==> src/rtl/mem_access_pkg.sv <==
// Shared definitions for the MEM-stage byte-serial memory access controller.
//   - Size encodings (same as the data memory's memread/memwrite codes).
//   - FSM state type.
//   - byte_count(): bytes transferred for a given size code (0 for illegal).
package mem_access_pkg;

  localparam logic [1:0] SZ_WORD = 2'b01;
  localparam logic [1:0] SZ_BYTE = 2'b10;
  localparam logic [1:0] SZ_HALF = 2'b11;

  typedef enum logic [1:0] {
    IDLE,
    ISSUE,
    DRAIN,
    RESP
  } state_t;

  function automatic logic [2:0] byte_count(input logic [1:0] size);
    case (size)
      SZ_WORD: return 3'd4;
      SZ_BYTE: return 3'd1;
      SZ_HALF: return 3'd2;
      default: return 3'd0;
    endcase
  endfunction

endpackage

==> src/rtl/mem_load_extend.sv <==
// Load result extension.
//   acc         in  32  assembled load bytes, last byte in [7:0]
//   size        in  2   size code (SZ_WORD / SZ_BYTE / SZ_HALF)
//   is_unsigned in  1   zero-extend instead of sign-extend
//   result      out 32  extended load value
module mem_load_extend
  import mem_access_pkg::*;
(
  input  logic [31:0] acc,
  input  logic [1:0]  size,
  input  logic        is_unsigned,
  output logic [31:0] result
);

  always_comb begin
    result = acc;
    case (size)
      SZ_BYTE: result = {{24{acc[7] & ~is_unsigned}}, acc[7:0]};
      SZ_HALF: result = {{16{acc[15] & ~is_unsigned}}, acc[15:0]};
      default: result = acc;
    endcase
  end

endmodule

==> src/rtl/mem_access_ctrl.sv <==
// MEM-stage load/store initiator driving a byte-wide data memory, one byte
// per cycle, most significant byte at the lowest address.
//   clk, rst_n                 clock, synchronous active-low reset
//   req_valid/req_ready        request handshake (accept when both high)
//   req_write/size/unsigned    request attributes
//   req_addr, req_wdata        byte address, right-aligned store data
//   rsp_valid                  one-cycle completion pulse
//   rsp_rdata, rsp_err         load result / error flag, held until next response
//   busy                       high whenever not IDLE (pipeline stall)
//   mem_addr/re/we/wdata       byte memory port (outputs registered)
//   mem_rdata                  read byte, valid the cycle after mem_re
module mem_access_ctrl
  import mem_access_pkg::*;
#(
  parameter int unsigned ADDR_W    = 32,
  parameter int unsigned MEM_BYTES = 40
) (
  input  logic              clk,
  input  logic              rst_n,
  input  logic              req_valid,
  output logic              req_ready,
  input  logic              req_write,
  input  logic [1:0]        req_size,
  input  logic              req_unsigned,
  input  logic [ADDR_W-1:0] req_addr,
  input  logic [31:0]       req_wdata,
  output logic              rsp_valid,
  output logic [31:0]       rsp_rdata,
  output logic              rsp_err,
  output logic              busy,
  output logic [ADDR_W-1:0] mem_addr,
  output logic              mem_re,
  output logic              mem_we,
  output logic [7:0]        mem_wdata,
  input  logic [7:0]        mem_rdata
);

  state_t            state;
  logic [ADDR_W-1:0] addr_q;
  logic [1:0]        size_q;
  logic              write_q;
  logic              uns_q;
  logic [31:0]       wdata_q;
  logic [1:0]        cnt;
  logic [31:0]       acc;
  logic              re_q;

  logic              accept;
  logic              req_legal;
  logic [ADDR_W:0]   req_end;
  logic [2:0]        req_n;
  logic [2:0]        n_q;
  logic              last_byte;
  logic [1:0]        next_k;
  logic [31:0]       acc_next;
  logic [31:0]       load_result;

  // Byte k of an N-byte store is the (N-1-k)-th byte of the right-aligned data.
  function automatic logic [7:0] store_byte(input logic [31:0] d,
                                            input logic [2:0]  n,
                                            input logic [1:0]  k);
    logic [1:0] idx;
    idx = 2'(n - 3'd1 - {1'b0, k});
    return d[{idx, 3'b000} +: 8];
  endfunction

  assign req_ready = (state == IDLE) && rst_n;
  assign busy      = (state != IDLE);
  assign accept    = req_valid && req_ready;
  assign req_n     = byte_count(req_size);
  assign n_q       = byte_count(size_q);
  assign last_byte = ({1'b0, cnt} == (n_q - 3'd1));
  assign next_k    = cnt + 2'd1;

  // One extra bit so addr + N cannot wrap past the top of the address space.
  assign req_end = {1'b0, req_addr} + (ADDR_W+1)'(req_n);

  always_comb begin
    req_legal = 1'b1;
    if (req_size == 2'b00)
      req_legal = 1'b0;
    if ((req_size == SZ_WORD) && (req_addr[1:0] != 2'b00))
      req_legal = 1'b0;
    if ((req_size == SZ_HALF) && req_addr[0])
      req_legal = 1'b0;
    if (req_end > (ADDR_W+1)'(MEM_BYTES))
      req_legal = 1'b0;
  end

  // Read data arrives one cycle after its strobe; re_q marks those cycles.
  assign acc_next = re_q ? {acc[23:0], mem_rdata} : acc;

  mem_load_extend u_extend (
    .acc         (acc_next),
    .size        (size_q),
    .is_unsigned (uns_q),
    .result      (load_result)
  );

  always_ff @(posedge clk) begin
    if (!rst_n) begin
      state     <= IDLE;
      addr_q    <= '0;
      size_q    <= '0;
      write_q   <= 1'b0;
      uns_q     <= 1'b0;
      wdata_q   <= '0;
      cnt       <= '0;
      acc       <= '0;
      re_q      <= 1'b0;
      rsp_valid <= 1'b0;
      rsp_rdata <= '0;
      rsp_err   <= 1'b0;
      mem_addr  <= '0;
      mem_re    <= 1'b0;
      mem_we    <= 1'b0;
      mem_wdata <= '0;
    end else begin
      rsp_valid <= 1'b0;
      re_q      <= mem_re;
      acc       <= acc_next;
      case (state)
        IDLE: begin
          if (accept) begin
            addr_q  <= req_addr;
            size_q  <= req_size;
            write_q <= req_write;
            uns_q   <= req_unsigned;
            wdata_q <= req_wdata;
            cnt     <= '0;
            acc     <= '0;
            if (req_legal) begin
              state     <= ISSUE;
              mem_addr  <= req_addr;
              mem_re    <= ~req_write;
              mem_we    <= req_write;
              mem_wdata <= req_write ? store_byte(req_wdata, req_n, 2'd0) : '0;
            end else begin
              state     <= RESP;
              rsp_valid <= 1'b1;
              rsp_err   <= 1'b1;
              rsp_rdata <= '0;
            end
          end
        end
        ISSUE: begin
          if (last_byte) begin
            mem_addr  <= '0;
            mem_re    <= 1'b0;
            mem_we    <= 1'b0;
            mem_wdata <= '0;
            if (write_q) begin
              state     <= RESP;
              rsp_valid <= 1'b1;
              rsp_err   <= 1'b0;
              rsp_rdata <= '0;
            end else begin
              state <= DRAIN;
            end
          end else begin
            cnt       <= next_k;
            mem_addr  <= addr_q + ADDR_W'(next_k);
            mem_wdata <= write_q ? store_byte(wdata_q, n_q, next_k) : '0;
          end
        end
        DRAIN: begin
          // Final byte lands this cycle; extend the accumulator including it.
          state     <= RESP;
          rsp_valid <= 1'b1;
          rsp_err   <= 1'b0;
          rsp_rdata <= load_result;
        end
        RESP: begin
          state <= IDLE;
        end
      endcase
    end
  end

endmodule

==> config.mk <==
export PLATFORM = sky130hd
export DESIGN_NAME = mem_access_ctrl
export DESIGN_NICKNAME = d
export VERILOG_FILES = /design/src/rtl/mem_access_pkg.sv /design/src/rtl/mem_load_extend.sv /design/src/rtl/mem_access_ctrl.sv
export SDC_FILE = /design/constraint.sdc
export NUM_CORES = 1
export LEC_CHECK = 0
export ABC_CLOCK_PERIOD_IN_PS = 6700
export CORE_ASPECT_RATIO = 0.9
export CORE_MARGIN = 8
export CORE_UTILIZATION = 54
export CTS_CLUSTER_DIAMETER = 50
export CTS_CLUSTER_SIZE = 28
export DETAILED_ROUTE_END_ITERATION = 8
export PLACE_DENSITY = 0.86
export SYNTH_ARGS = -nofsm -noshare
export SYNTH_HDL_FRONTEND = slang
export SYNTH_SLANG_ARGS = --single-unit
==> constraint.sdc <==
create_clock -name clk -period 6.7 [get_ports clk]
set_input_delay 1.34 -clock clk [delete_from_list [all_inputs] [get_ports clk]]
set_output_delay 1.34 -clock clk [all_outputs]
set_load 0.02 [all_outputs]
; ---- Yosys cells after proc, flatten, opt, wreduce, memory -nomap -nowiden
; Index checks and enable logic that the tools add are counted.
[word_totals]
word_cells = 111
register_bits = 181
inputBits = 79
output_inout_bits = 78
[classes]
eq_ne = 16
shift = 2
reduce_logical = 16
n_addsub = 6
n_bitwise = 4
order_cmp = 1
mux = 50
[ops]
columns = op, count
row1 = 32-bit 2-to-1 mux, 10
row2 = 32-bit one-hot mux with 2 select lines, 2
row3 = 32-bit one-hot mux with 3 select lines, 1
row4 = 32-bit by 6-bit indexed part select with 8-bit output, 2
row5 = 8-bit 2-to-1 mux, 5
row6 = 32-bit by 3-bit adder with 33-bit output, 1
row7 = "33-bit by 6-bit greater-than comparator with 1-bit output, second input constant", 1
row8 = 32-bit by 2-bit adder with 32-bit output, 1
row9 = 1-bit 2-to-1 mux, 18
row10 = 3-bit one-hot mux with 3 select lines, 2
row11 = 8-bit one-hot mux with 2 select lines, 1
row12 = "2-bit == test, second input constant", 6
row13 = "2-bit != test, second input constant", 6
row14 = 2-bit 2-to-1 mux, 5
row15 = 2-bit one-hot mux with 4 select lines, 1
row16 = "2-bit by 1-bit == test with 1-bit output, second input constant", 3
row17 = 1-bit one-hot mux with 3 select lines, 2
row18 = 3-bit AND reduction, 2
row19 = 2-bit nonzero test, 3
row20 = 5-bit AND reduction, 1
row21 = 1-bit logical AND, 4
row22 = 2-bit logical NOT, 2
row23 = 1-bit one-hot mux with 2 select lines, 2
row24 = 2-bit one-hot mux with 2 select lines, 1
row25 = other kinds (10), 13

; ---- Depth between registers and ports, before layout
; Gate-level depths: netlist of run 1.
[depth]
depth_word = 8
ltp_mapped = 16
mapped_depth_nobuf = 11

; ---- Cells and area by module
; Synthesis of run 1 repeated with hierarchy kept, for this count alone.
[hier_totals]
hier_cells = 1143
area_unflattened_um2 = 9614.2
[by_module_without_submodules]
columns = mod, n_inst, cells_per_inst, area_per_inst_um2
row1 = mem_access_ctrl, 1, 1078, 9157.5
row2 = mem_load_extend, 1, 65, 456.7

; ---- Worst setup path before layout of run 1
; Ideal clock, no wire load.
[synth_path]
path_type = input-to-reg
startpoint = in req_size[0]
endpoint = reg rsp_err
path_buffers = 4
path_slack_ns = 1.621
path_stages = 15
arrival_time_ns = 4.961
setup_ns = 0.118
cell_sequence = clkbuf_1 buf_1 nor2b_1 ha_1 fa_1 a21oi_1 and4bb_2 xor2_1 a2111o_1 a2111oi_2 nand4b_1 o31a_1 buf_6 buf_12 mux2i_1
[synth_via]
elab_chain_len = 7
[synth_lines]
columns = element, line
row1 = from (decl), mem_access_ctrl.sv:23  ; input logic [1:0] req_size,
row2 = 2-bit == test (tied with other cells), "mem_access_pkg.sv:19, mem_access_ctrl.sv:84"
row3 = 3-bit one-hot mux with 3 select lines (tied with other cells), mem_access_pkg.sv:19  ; case (size)
row4 = 32-bit by 3-bit adder with 33-bit output or 1-bit 2-to-1 mux (tied branches), "mem_access_ctrl.sv:76, mem_access_ctrl.sv:82"
row5 = 33-bit by 6-bit greater-than comparator with 1-bit output or 1-bit 2-to-1 mux (tied branches), "mem_access_ctrl.sv:86, mem_access_ctrl.sv:84"
row6 = 1-bit 2-to-1 mux *, mem_access_ctrl.sv:86  ; if (req_end > (ADDR_W+1)'(MEM_BYTES))
row7 = 2-bit != test (no line) *, --
row8 = 5-bit AND reduction (no line) *, --
row9 = to (signal assigned), mem_access_ctrl.sv:113  ; rsp_err <= 1'b0;
row10 = to (signal assigned), mem_access_ctrl.sv:141  ; rsp_err <= 1'b1;
row11 = to (signal assigned), mem_access_ctrl.sv:155  ; rsp_err <= 1'b0;
row12 = to (decl), mem_access_ctrl.sv:29  ; output logic rsp_err,
; Mark *: on every way between the ends. The rest lies on a longest branch, timed or not.
; A chain may end at the register's enable or synchronous reset.

; ---- Final worst setup path of run 1
[layout_path]
startpoint = in req_size[0]
endpoint = reg mem_re
[layout_via]
elab_chain_len = 7
[layout_lines]
columns = element, line
row1 = 2-bit == test (tied with other cells), "mem_access_pkg.sv:19, mem_access_ctrl.sv:84"
row2 = 3-bit one-hot mux with 3 select lines (tied with other cells), mem_access_pkg.sv:19
row3 = 32-bit by 3-bit adder with 33-bit output or 1-bit 2-to-1 mux (tied branches), "mem_access_ctrl.sv:76, mem_access_ctrl.sv:82"
row4 = 33-bit by 6-bit greater-than comparator with 1-bit output or 1-bit 2-to-1 mux (tied branches), "mem_access_ctrl.sv:86, mem_access_ctrl.sv:84"
row5 = 1-bit 2-to-1 mux *, mem_access_ctrl.sv:86
row6 = 2-bit != test (no line) *, --
row7 = 4-bit AND reduction (no line) *, --
row8 = to (signal assigned), mem_access_ctrl.sv:135  ; mem_re <= ~req_write;
row9 = to (decl), mem_access_ctrl.sv:32  ; output logic mem_re,
; Marks and branches as above.

==> run metrics, run 1 <==
FFs w/ async S/R, synth=0; chip height=about 140 um; Mapped Area=~0.0093 mm^2; worst hold slack=approximately 0.46 ns; Post-Place Cells=between 1k and 1.5k; largest net degree at the start of global routing=approximately 130; pre-CTS setup slack=0.584 ns; CTS sink count=between 150 and 200; initial antenna violation count=0; first-pass detailed-route iteration total=5; commonest non-fill, non-tap cell in the layout=nand2_1; hold-critical path depth=2; final core occ=0.675; kind of end point of the critical path=register; n_diodes=0; period utilization=0.858; outcome=complete, no violations; largest fanout on the critical path=27; CTS Hold Bufs=0; via count=roughly 8.6k; # rows=45; post-route ant nets=0; Clock Root Buffer=clkbuf_16; Iteration-0 DRC Markers=approximately 910; clk buf depth=2; GPL Wtd Cong=~0.9; Arrival @ worst endpoint=just over 6 ns; Final Skew=approximately 0.008 ns; first-pass GRT wire length=between 40 and 50 mm; smallest setup slack after layout=about 0.95 ns; Fillers=between 1k and 1.5k; DRC violations left=0; Routed WL=26.4 mm; Post-Syn Nets=roughly 1.2k; Post-layout nets=1,323; Slowest-stage cell, CP=and4b_1; drt via density=5.94; Post-Synthesis Cells=1,125; Lkg Pwr=0.00426 uW; layout cells sized above 1=0.0563; wire per inst=18.2 um; most frequent cells in the layout=nand2_1 (290), dfxtp_1 (181), clkdlybuf4s50_1 (155); R2R Setup Slk=approximately 2.8 ns; PwrDens=302 mW/mm^2; io pins=about 160; Required @ worst endpoint=7.03 ns; TritonCTS clock tree=yes; Final Critical Period=5.75 ns; I/O Buffers=around 160; final setup fails=0; Post-CTS Setup Bufs=0; Post-synth EDFFs=0; syn_area_per_cell=between 8 and 9 um^2; R2R Path Start=state[1]; setup_tns=0 ns; Final HPWL DP=18.5 mm; H-tree levels=4; Final Max Tran Viols=0; crit path cell chain=clkdlybuf4s50_1 -> buf_4 -> nor2b_1 -> ha_1 -> fa_1 -> a21oi_1 -> and4bb_2 -> xor2_1 -> a2111o_1 -> a2111oi_2 -> and4b_1 -> a21oi_4 -> o41ai_1; post-synthesis sequential area ratio=0.390; Relative slew margins=0.205; Setup CP Type=input pin to register; GR Overflow Total=0; Netlist cell types=69; unrepaired setup endpoints after global routing=false; Least-Margin Pin Slew=1.19 ns; vias in the first global route=~8.2k; HP Class=register to register; Reg clk slew, reported paths=roughly 0.070 ns; full die area=approximately 0.022 mm^2; TritonCTS Buffers=17; Starting Density=0.551; Die X=between 150 and 200 um; f_max=0.174 GHz; worst r2r dst=mem_addr[10]; Reg2Reg Depth=6; crit-path max cell delay=roughly 0.72 ns; max-cap violations=0; Post-Layout Cell Count=1,454; Clock Latency Late Sink=0.44 ns; Fin. Hold Viols=0; area grow syn2layout=22.4%; Hold Startpoint=wdata_q[0]; Main synth FF type=dfxtp_1; hold endpoint=wdata_q[0]; total core area=around 0.017 mm^2; FF+latch count, synth=about 180; VDD IR-drop max=approximately 0.00029 V; Synth Warn #=0; GRT Util Overall=0.239; post-cts sizing count=0; crit path launch type=input pin
## metal layers
metal / global-route usage / routed length (um) / vias to the layer above
met5: 0 / 0 / -
met4: 0.0922 / 746 / 0
met3: 0.0538 / 1950 / 65
met2: 0.386 / 12500 / 390
met1: 0.305 / 11200 / 4036
li1: - / - / 4151
## critical path: cells and delay by family
family          cells  cell delay [ns]
buf+inv             2             0.69
compound gates      5             2.09
simple gates        3             1.10
fa+ha+maj           2             0.69
xor+xnor            1             0.14
## worst max path at each step
stage,from,to,slack (ns),depth (start not counted)
floorplan,req_size[0],rsp_err,1.62,15
global route,req_size[0],mem_re,0.69,13
global placement,req_size[0],mem_re,0.70,13
CTS,req_size[0],mem_re,0.98,13
detailed placement,req_size[0],mem_re,0.58,13
finish,req_size[0],mem_re,0.95,13
## metrics by stage
stage	total power [uW]	cell area, um^2
floorplan	2150	9280
global route	3590	11400
CTS	3420	11400
finish	3430	11400
detailed placement	2430	10800
global placement	2410	10800
## power breakdown
| group | total, uW | internal [uW] | switching [uW] |
|---|---|---|---|
| sequential | 1310 | 1200 | 108 |
| combinational | 1120 | 472 | 649 |
| clock | 998 | 543 | 455 |
## cell type report
cell class | instances | area, um^2 | area share
flip-flops and latches | 181 | 3620 | 0.319
clock inverters | 13 | 136 | 0.0120
repair buffers | 167 | 1640 | 0.144
clock buffers | 19 | 453 | 0.0399
inverters | 16 | 60.1 | 0.00529
well taps | 211 | 264 | 0.0232
multi-input cells | 847 | 5180 | 0.456
## flip-flops by register name (all words and copies together) (netlist names)
signal	count
wdata_q	32
mem_addr	32
uns_q	1
mem_wdata	8
write_q	1
rsp_rdata	32
mem_re	1
mem_we	1
acc	32
cnt	2
addr_q	32
rsp_err	1
size_q	2
re_q	1
state	2
rsp_valid	1
## kinds of logic (layout without fill, tap and decap cells)
family / Yosys count / in the layout / synth area share
AND/OR/NAND/NOR: 477 / 477 / 0.226
AO/OA/AOI/OAI: 208 / 208 / 0.144
flip-flops: 181 / 181 / 0.390
multiplexers: 110 / 110 / 0.130
buffers and inverters: 97 / 215 / 0.0530
XOR/XNOR: 38 / 38 / 0.0359
adder cells (fa/ha/maj): 14 / 14 / 0.0205
## Yosys cell counts (all sizes together), types with 3 or more instances
master / number / area (um^2)
mux4: 8 / 180
o31ai: 3 / 22.5
nand4b: 4 / 35.0
a21oi: 25 / 125
dfxtp: 181 / 3620
nor2: 66 / 248
and3: 14 / 88.8
nand4: 21 / 131
buf: 22 / 185
xor2: 15 / 131
nor3: 11 / 55.1
mux2: 8 / 90.1
or4: 5 / 37.5
o21ai: 86 / 430
a311oi: 4 / 35.0
mux2i: 94 / 941
a22oi: 4 / 30.0
a21o: 4 / 30.0
ha: 12 / 150
nand2: 290 / 1090
o31a: 3 / 26.3
nand3: 32 / 160
or3: 3 / 18.8
a22o: 7 / 62.6
and4: 5 / 43.8
nand2b: 4 / 25.0
dlygate4sd1: 5 / 43.8
o2bb2ai: 6 / 52.6
nand3b: 3 / 22.5
o22ai: 4 / 25.0
clkbuf: 54 / 203
a2111oi: 3 / 32.5
and2: 5 / 31.3
a31oi: 4 / 25.0
a211oi: 37 / 278
nor4: 5 / 31.3
inv: 14 / 52.6
xnor2: 23 / 201
No activity file was read; power rests on OpenSTA's default activity.
==> run 2, diff against run 1 <==
--- a/config.mk
+++ b/config.mk
@@ -6,13 +6,13 @@
 export NUM_CORES = 1
 export LEC_CHECK = 0
 export ABC_CLOCK_PERIOD_IN_PS = 6700
-export CORE_ASPECT_RATIO = 0.9
+export CORE_ASPECT_RATIO = 1.75
 export CORE_MARGIN = 8
-export CORE_UTILIZATION = 54
+export CORE_UTILIZATION = 47
 export CTS_CLUSTER_DIAMETER = 50
 export CTS_CLUSTER_SIZE = 28
 export DETAILED_ROUTE_END_ITERATION = 8
-export PLACE_DENSITY = 0.86
+export PLACE_DENSITY = 0.77
 export SYNTH_ARGS = -nofsm -noshare
 export SYNTH_HDL_FRONTEND = slang
 export SYNTH_SLANG_ARGS = --single-unit
==> run metrics, run 2 (synthesis results as in run 1) <==
Routed WL=27.0 mm (+1.9%); Lkg Pwr=0.00426 uW (about the same); Final Critical Period=5.64 ns (-0.108 ns); outcome=complete, no violations; max-cap violations=0 (unchanged); post-route ant nets=0 (unchanged); hold-critical path depth=2 (unchanged); unrepaired setup endpoints after global routing=false; final core occ=0.582 (-0.0927); crit-path max cell delay=0.68 ns (-0.04 ns); Fillers=1,766 (+30%); Iteration-0 DRC Markers=590 (-35%); commonest non-fill, non-tap cell in the layout=nand2_1; Clock Latency Late Sink=0.44 ns (about the same); Reg clk slew, reported paths=0.07 ns (about the same); Slowest-stage cell, CP=and4b_1; H-tree levels=4 (unchanged); first-pass detailed-route iteration total=5 (unchanged); TritonCTS Buffers=17 (unchanged); Required @ worst endpoint=7.02 ns (about the same); largest fanout on the critical path=27 (unchanged); Arrival @ worst endpoint=5.96 ns (-0.12 ns); CP startpoint=req_size[1]; f_max=0.177 GHz (+1.9%); Relative slew margins=0.199 (-0.00524); clk buf depth=2 (unchanged); first-pass GRT wire length=42.7 mm (+0.81%); DRC violations left=0 (unchanged); kind of end point of the critical path=register; vias in the first global route=8,418 (+2.8%); chip height=202 um (+44%); logic depth of the worst path, buffers included=13 (unchanged); drt via density=5.71 (-3.9%); layout cells sized above 1=0.0555 (-0.000805); GPL Wtd Cong=0.929 (+1.6%); Starting Density=0.474 (-0.0770); Final Max Tran Viols=0 (unchanged); HP Class=register to register; smallest setup slack after layout=1.06 ns (+0.108 ns); Worst Setup EP=mem_re; Setup CP Type=input pin to register; pre-CTS setup slack=0.653 ns (+0.0693 ns); placed cell area=0.0108 mm^2 (+0.40%); post-cts sizing count=0 (unchanged); crit path launch type=input pin; wire per inst=18.1 um (-0.40%); CTS Hold Bufs=0 (unchanged); most frequent cells in the layout=nand2_1 (290), dfxtp_1 (181), clkdlybuf4s50_1 (155); R2R Path Start=state[1]; VDD IR-drop max=0.000213 V (-26%); cell family with most CP delay=compound AO/OA/AOI/OAI gates; crit path cell chain=clkdlybuf4s50_1 -> buf_4 -> nor2b_1 -> ha_1 -> fa_1 -> a21oi_1 -> nor3_1 -> a2111oi_0 -> nand4b_1 -> a2111oi_2 -> and4b_1 -> a21oi_4 -> o41ai_1; worst r2r dst=mem_addr[10]; initial antenna violation count=0 (unchanged); PwrDens=300 mW/mm^2 (-0.55%); full die area=0.0247 mm^2 (+14%); GRT Util Overall=0.219 (-0.0202); buffer and inverter count on the worst path=2 (unchanged); final instance area=0.0114 mm^2 (+0.28%); Final HPWL DP=20.0 mm (+8.0%); via count=8,496 (-1.7%); CTS sink count=181 (unchanged); GR Overflow Total=0 (unchanged); Die X=122 um (-21%); Post-layout nets=1,323 (unchanged); R2R Setup Slk=2.67 ns (-0.16 ns); I/O Buffers=156 (unchanged); setup_tns=0 ns (unchanged); Final Skew=0.00915 ns (+0.00133 ns); total core area=0.0196 mm^2 (+16%); final setup fails=0 (unchanged); TritonCTS clock tree=yes; period utilization=0.842 (-0.0162); io pins=157 (unchanged); Reg2Reg Depth=6 (unchanged); Clock Root Buffer=clkbuf_16; Least-Margin Pin Slew=1.20 ns (+0.00784 ns); area grow syn2layout=22.8%; # rows=68 (+51%); Fin. Hold Viols=0 (unchanged); largest net degree at the start of global routing=106 (-17%); Post-CTS Setup Bufs=0 (unchanged); n_diodes=0 (unchanged)
run 2: cell types whose count changed in the layout (fill, tap and decap cells not counted), sizes merged:
cell	delta
clkbuf	-1
clkinv	+2
bufinv	+1
inv	-2
run 2: worst min path at each step:
stage	to	slack, ns	from
2_1_floorplan	wdata_q[0]	0.43	wdata_q[0]
3_3_place_gp	wdata_q[17]	0.44	wdata_q[17]
3_5_place_dp	rsp_rdata[5]	0.45	rsp_rdata[5]
4_1_cts	wdata_q[2]	0.46	wdata_q[2]
5_1_grt	wdata_q[5]	0.48	wdata_q[5]
6_report	wdata_q[30]	0.46	wdata_q[30]
run 2: layout make-up:
cell class                 count  area [um^2]  area share
sequential                   181         3620       0.318
multi-input combinational    847         5180       0.455
clock inverter                14          149      0.0131
clock buffer                  18          429      0.0377
inverter                      16         60.1     0.00527
tap                          245          307      0.0269
timing repair buffer         167         1640       0.144
run 2: worst register-to-register path, cell delays in order (launching register included):
cell	delay, ns
dfxtp_1	0.36
inv_1	0.11
ha_1	0.75
clkinv_1	0.96
nor2_1	1.06
a22oi_1	0.39
a211oi_1	0.31
run 2: stage by stage:
| step | total power (uW) | hold slack (ns) | instances |
|---|---|---|---|
| after floorplan | 2150 | 0.433 | 1125 |
| after global placement | 2430 | 0.441 | 1456 |
| after detailed placement | 2450 | 0.448 | 1456 |
| after CTS | 3430 | 0.459 | 1488 |
| after global routing | 3580 | 0.475 | 1488 |
| final | 3420 | 0.457 | 1488 |
run 2: where the power goes:
group | leakage, uW | switching [uW] | internal, uW
Sequential | 0.00147 | 103 | 1200
Clock | 0.000279 | 440 | 553
Combinational | 0.00251 | 650 | 471
run 2: routing by layer:
metal | vias up | GRT usage | share of wire
met5 | - | 0 | 0
met4 | 0 | 0.146 | 0.059
met3 | 96 | 0.0447 | 0.053
met2 | 302 | 0.382 | 0.51
met1 | 3962 | 0.228 | 0.38
li1 | 4136 | - | -
==> run 3, diff against run 2 <==
--- a/config.mk
+++ b/config.mk
@@ -5,7 +5,7 @@
 export SDC_FILE = /design/constraint.sdc
 export NUM_CORES = 1
 export LEC_CHECK = 0
-export ABC_CLOCK_PERIOD_IN_PS = 6700
+export ABC_CLOCK_PERIOD_IN_PS = 5400
 export CORE_ASPECT_RATIO = 1.75
 export CORE_MARGIN = 8
 export CORE_UTILIZATION = 47
==> constraint.sdc (replaced) <==
create_clock -name clk -period 5.4 [get_ports clk]
set_input_delay 1.08 -clock clk [delete_from_list [all_inputs] [get_ports clk]]
set_output_delay 1.08 -clock clk [all_outputs]
set_load 0.02 [all_outputs]
==> run metrics, run 3 (synthesis results as in run 1) <==
Most Used Layer, Global Route=met2; Iteration-0 DRC Markers=553 (-6.3%); chip height=202 um (unchanged); Relative slew margins=0.236 (+0.0361); crit path launch type=input pin; pre-CTS setup slack=-0.0340 ns (-0.687 ns); period utilization=0.930; full die area=0.0247 mm^2 (unchanged); crit path cell chain=clkdlybuf4s50_1 -> nor2b_1 -> ha_1 -> fa_1 -> a21oi_1 -> or3b_4 -> o31a_1 -> a2111o_1 -> a2111oi_2 -> nand4b_1 -> o31a_2 -> mux2i_1; final setup fails=0 (unchanged); unrepaired setup endpoints after global routing=false; # rows=68 (unchanged); I/O Buffers=156 (unchanged); post-cts sizing count=0 (unchanged); Switching Fraction=0.356 (+0.00719); wire per inst=18.0 um (-0.56%); Fillers=1,789 (+1.3%); cell-internal power=2690 uW (+21%); commonest non-fill, non-tap cell in the layout=nand2_1; Comb power frac=0.336 (+0.008); VDD IR-drop max=0.000218 V (+2.1%); first-pass detailed-route iteration total=5 (unchanged); DRC violations left=0 (unchanged); Slowest-stage cell, CP=o31a_2; setup_tns=0 ns (unchanged); largest fanout on the critical path=33 (+22%); multi-input logic area=0.00518 mm^2 (unchanged); TritonCTS Buffers=17 (unchanged); GRT Util Overall=0.218 (-0.000360); Final Skew=0.0123 ns (+0.00312 ns); GPL Wtd Cong=0.973 (+4.8%); outcome=complete, no violations; Final Critical Period=between 5 and 6 ns; vias in the first global route=8,416 (-0.024%); Lkg Pwr=0.00429 uW (+0.75%); Die X=122 um (unchanged); H-tree levels=4 (unchanged); PwrDens=365 mW/mm^2 (+22%); max-cap violations=0 (unchanged); post-route ant nets=0 (unchanged); Fin. Hold Viols=0 (unchanged); NetSw=1490 uW (+25%); GR Overflow Total=0 (unchanged); M2 GR Usage=0.397 (+0.0155); clk buf depth=2 (unchanged); f_max=0.199 GHz; crit-path max cell delay=0.71 ns (+0.03 ns); Sequential Power Share=0.388 (+0.006); drt via density=5.69 (-0.33%); clock share of power=0.276 (-0.014); met1 Usage GRT=0.234 (+0.00543); initial antenna violation count=0 (unchanged); Final Max Tran Viols=0 (unchanged); CTS sink count=181 (unchanged); Setup CP Type=input pin to register; GR Util met3=0.0369 (-0.00782); via count=8,525 (+0.34%); smallest setup slack after layout=0.379 ns (-0.682 ns); total core area=0.0196 mm^2 (unchanged); Post-CTS Setup Bufs=0 (unchanged); TritonCTS clock tree=yes; most frequent cells in the layout=nand2_1 (290), dfxtp_1 (181), clkdlybuf4s50_1 (155); largest net degree at the start of global routing=81 (-24%); io pins=157 (unchanged); area grow syn2layout=23.2%; kind of end point of the critical path=register; Post-layout nets=1,334 (+0.83%); layout cells sized above 1=0.0638 (+0.00834); Final HPWL DP=20.2 mm (+1.1%); R2R Setup Slk=1.80 ns (-0.87 ns); Starting Density=0.474 (unchanged); Routed WL=27.0 mm (+0.10%); CTS Hold Bufs=0 (unchanged); Arrival @ worst endpoint=5.29 ns (-0.67 ns); Clock Root Buffer=clkbuf_16; Least-Margin Pin Slew=1.14 ns (-0.0541 ns); n_diodes=0 (unchanged); Reg clk slew, reported paths=0.07 ns (about the same); Clock Latency Late Sink=0.43 ns (about the same); first-pass GRT wire length=43.0 mm (+0.68%); HP Class=register to register; Required @ worst endpoint=5.67 ns (-1.35 ns); Reg area=0.00362 mm^2 (unchanged)
==> run 3: per-layer routing <==
layer,up-vias,wire (um)
met5,-,0
met4,0,1010
met3,61,1340
met2,260,14400
met1,4045,10300
li1,4159,-
==> run 3: final timing paths <==
| check | start | end | cells after the start |
|---|---|---|---|
| worst max-delay path | req_size[1] | rsp_rdata[13] | 12 |
| worst min-delay path | rsp_rdata[10] | rsp_rdata[10] | 2 |
| worst max register to register | size_q[0] | rsp_rdata[30] | 9 |
| worst min register to register | rsp_rdata[10] | rsp_rdata[10] | 2 |
==> run 3: layout make-up <==
cell class	count	area share
Clock buffer	18	0.0384
Clock inverter	13	0.00875
Inverter	16	0.00525
Multi-Input combinational cell	847	0.453
Sequential cell	181	0.317
Tap cell	245	0.0268
Timing Repair Buffer	178	0.151
==> run 3: worst max-delay path: cells and delay by family <==
family / cells / cell delay, ns
adder cells (fa/ha/maj): 2 / 0.53
multiplexers: 1 / 0.23
AND/OR/NAND/NOR: 3 / 0.88
AO/OA/AOI/OAI: 5 / 1.96
buffers and inverters: 1 / 0.57
==> run 3: power groups by stage <==
stage / registers [uW] / clock network, uW / logic [uW]
after global routing: 1640 / 1230 / 1520
after floorplan: 1670 / 0 / 996
after detailed placement: 1650 / 0 / 1400
after CTS: 1620 / 1170 / 1400
after global placement: 1640 / 0 / 1370
final: 1620 / 1150 / 1400
==> run 3: per-stage QoR <==
stage                     hold slack (ns)  cell area, um^2   util  power [uW]  std cells
after CTS                           0.461            11400  0.584        4190       1498
after detailed placement            0.448            10900  0.557        3040       1467
after floorplan                     0.433             9280      -        2670       1125
after global placement              0.441            10900  0.557        3010       1467
after global routing                0.473            11400  0.584        4380       1498
final                               0.456            11400  0.584        4180       1498
==> RTL change: new RTL, settings of run 3 <==
Change the parameter `ADDR_W` from 32 to 40.
--- a/src/rtl/mem_access_ctrl.sv
+++ b/src/rtl/mem_access_ctrl.sv
@@ -13,5 +13,5 @@
   import mem_access_pkg::*;
 #(
-  parameter int unsigned ADDR_W    = 32,
+  parameter int unsigned ADDR_W    = 40,
   parameter int unsigned MEM_BYTES = 40
 ) (
Ports: changed (resized mem_addr and req_addr); port bits go from 157 to 173. No check against the original RTL was run, so the function may have changed too.
==> RTL change against run 3 <==
Wire length up 11%; worst setup slack improved by 0.30 ns; synthesized area increased by 9.7%; final area increased by 12%; sequential cell count up 16; total power increased by 8.2%; via count increased by 9.3%; first-iteration DRC count grew 16%; critical endpoint is now rsp_rdata[20].
==> RTL change: results (changes against run 3) <==
STA
  – Clock Skew: 0.0127 ns (+0.000399 ns)

Final layout
  – Buffers excl. clock: 196 (+10%)
  – Number of non-clock inverters in the layout: 41 (+25)
  – Area grow syn2layout: 25.4%
  – # diodes: 2 (+2)
  – Sequential cells: 197 (+8.8%)
  – Nets: 1493 (+12%)
  – Final clock-cell share: 0.0484 (+0.00126)

Detailed routing
  – Total Wirelength: 30000 um (+11%)
  – Post-DR vias/cell: 5.48 (-3.6%)
  – Met2 WL post-DR: 16100 um (+12%)
  – Via count: 9318 (+9.3%)
  – Drt first-iter violations: 643 (+16%)

Global routing
  – M2 GR Usage: 0.414 (+0.0170)
  – Met3 Use GR: 0.0374 (+0.000530)
  – Global-route wire length before repair: 47200 um (+9.9%)

Outcome
  – Status: complete, no violations

Placed design
  – DP Worst Slack: 0.185 ns (+0.219 ns)
  – DP HPWL: 22700 um (+12%)
  – DP Area: 12100 um^2 (+11%)
  – Gp weighted congestion: 0.917 (-5.8%)

Worst setup path
  – CP Launch Point: req_size[0]
  – CP top delay family: simple AND/OR/NAND/NOR gates
  – CP max-delay cell: or4_1

Yosys
  – Seq/Total Area, Yosys: 0.387 (-0.00299)
  – Area share of xor/xnor cells in the synthesized design: 0.0430 (+0.00716)

Worst hold path
  – Hold Crit Start: rsp_rdata[12]
[RTL change: worst paths after layout]
kind	to	slack [ns]	cells past startpoint
min	rsp_rdata[12]	0.45	2
max reg2reg	rsp_rdata[20]	1.95	9
min reg2reg	rsp_rdata[12]	0.45	2
max	rsp_rdata[20]	0.68	14
[RTL change: metrics by stage]
stage                util  hold slack [ns]
floorplan               -            0.433
global placement    0.567            0.443
detailed placement  0.567            0.450
CTS                 0.596            0.461
global route        0.596            0.475
finish              0.596            0.455
[RTL change: report_power, final]
group | leakage, nW | switching (mW) | internal (mW)
combinational | 3.01 | 0.819 | 0.616
clock | 0.283 | 0.598 | 0.741
sequential | 1.60 | 0.129 | 1.62
total | 4.89 | 1.55 | 2.97
[RTL change: tightest hold or removal path, cell delays in order, from the launching register on]
cell and delay (ns):
dfxtp_1 0.31, nand2_1 0.05, mux2i_1 0.05
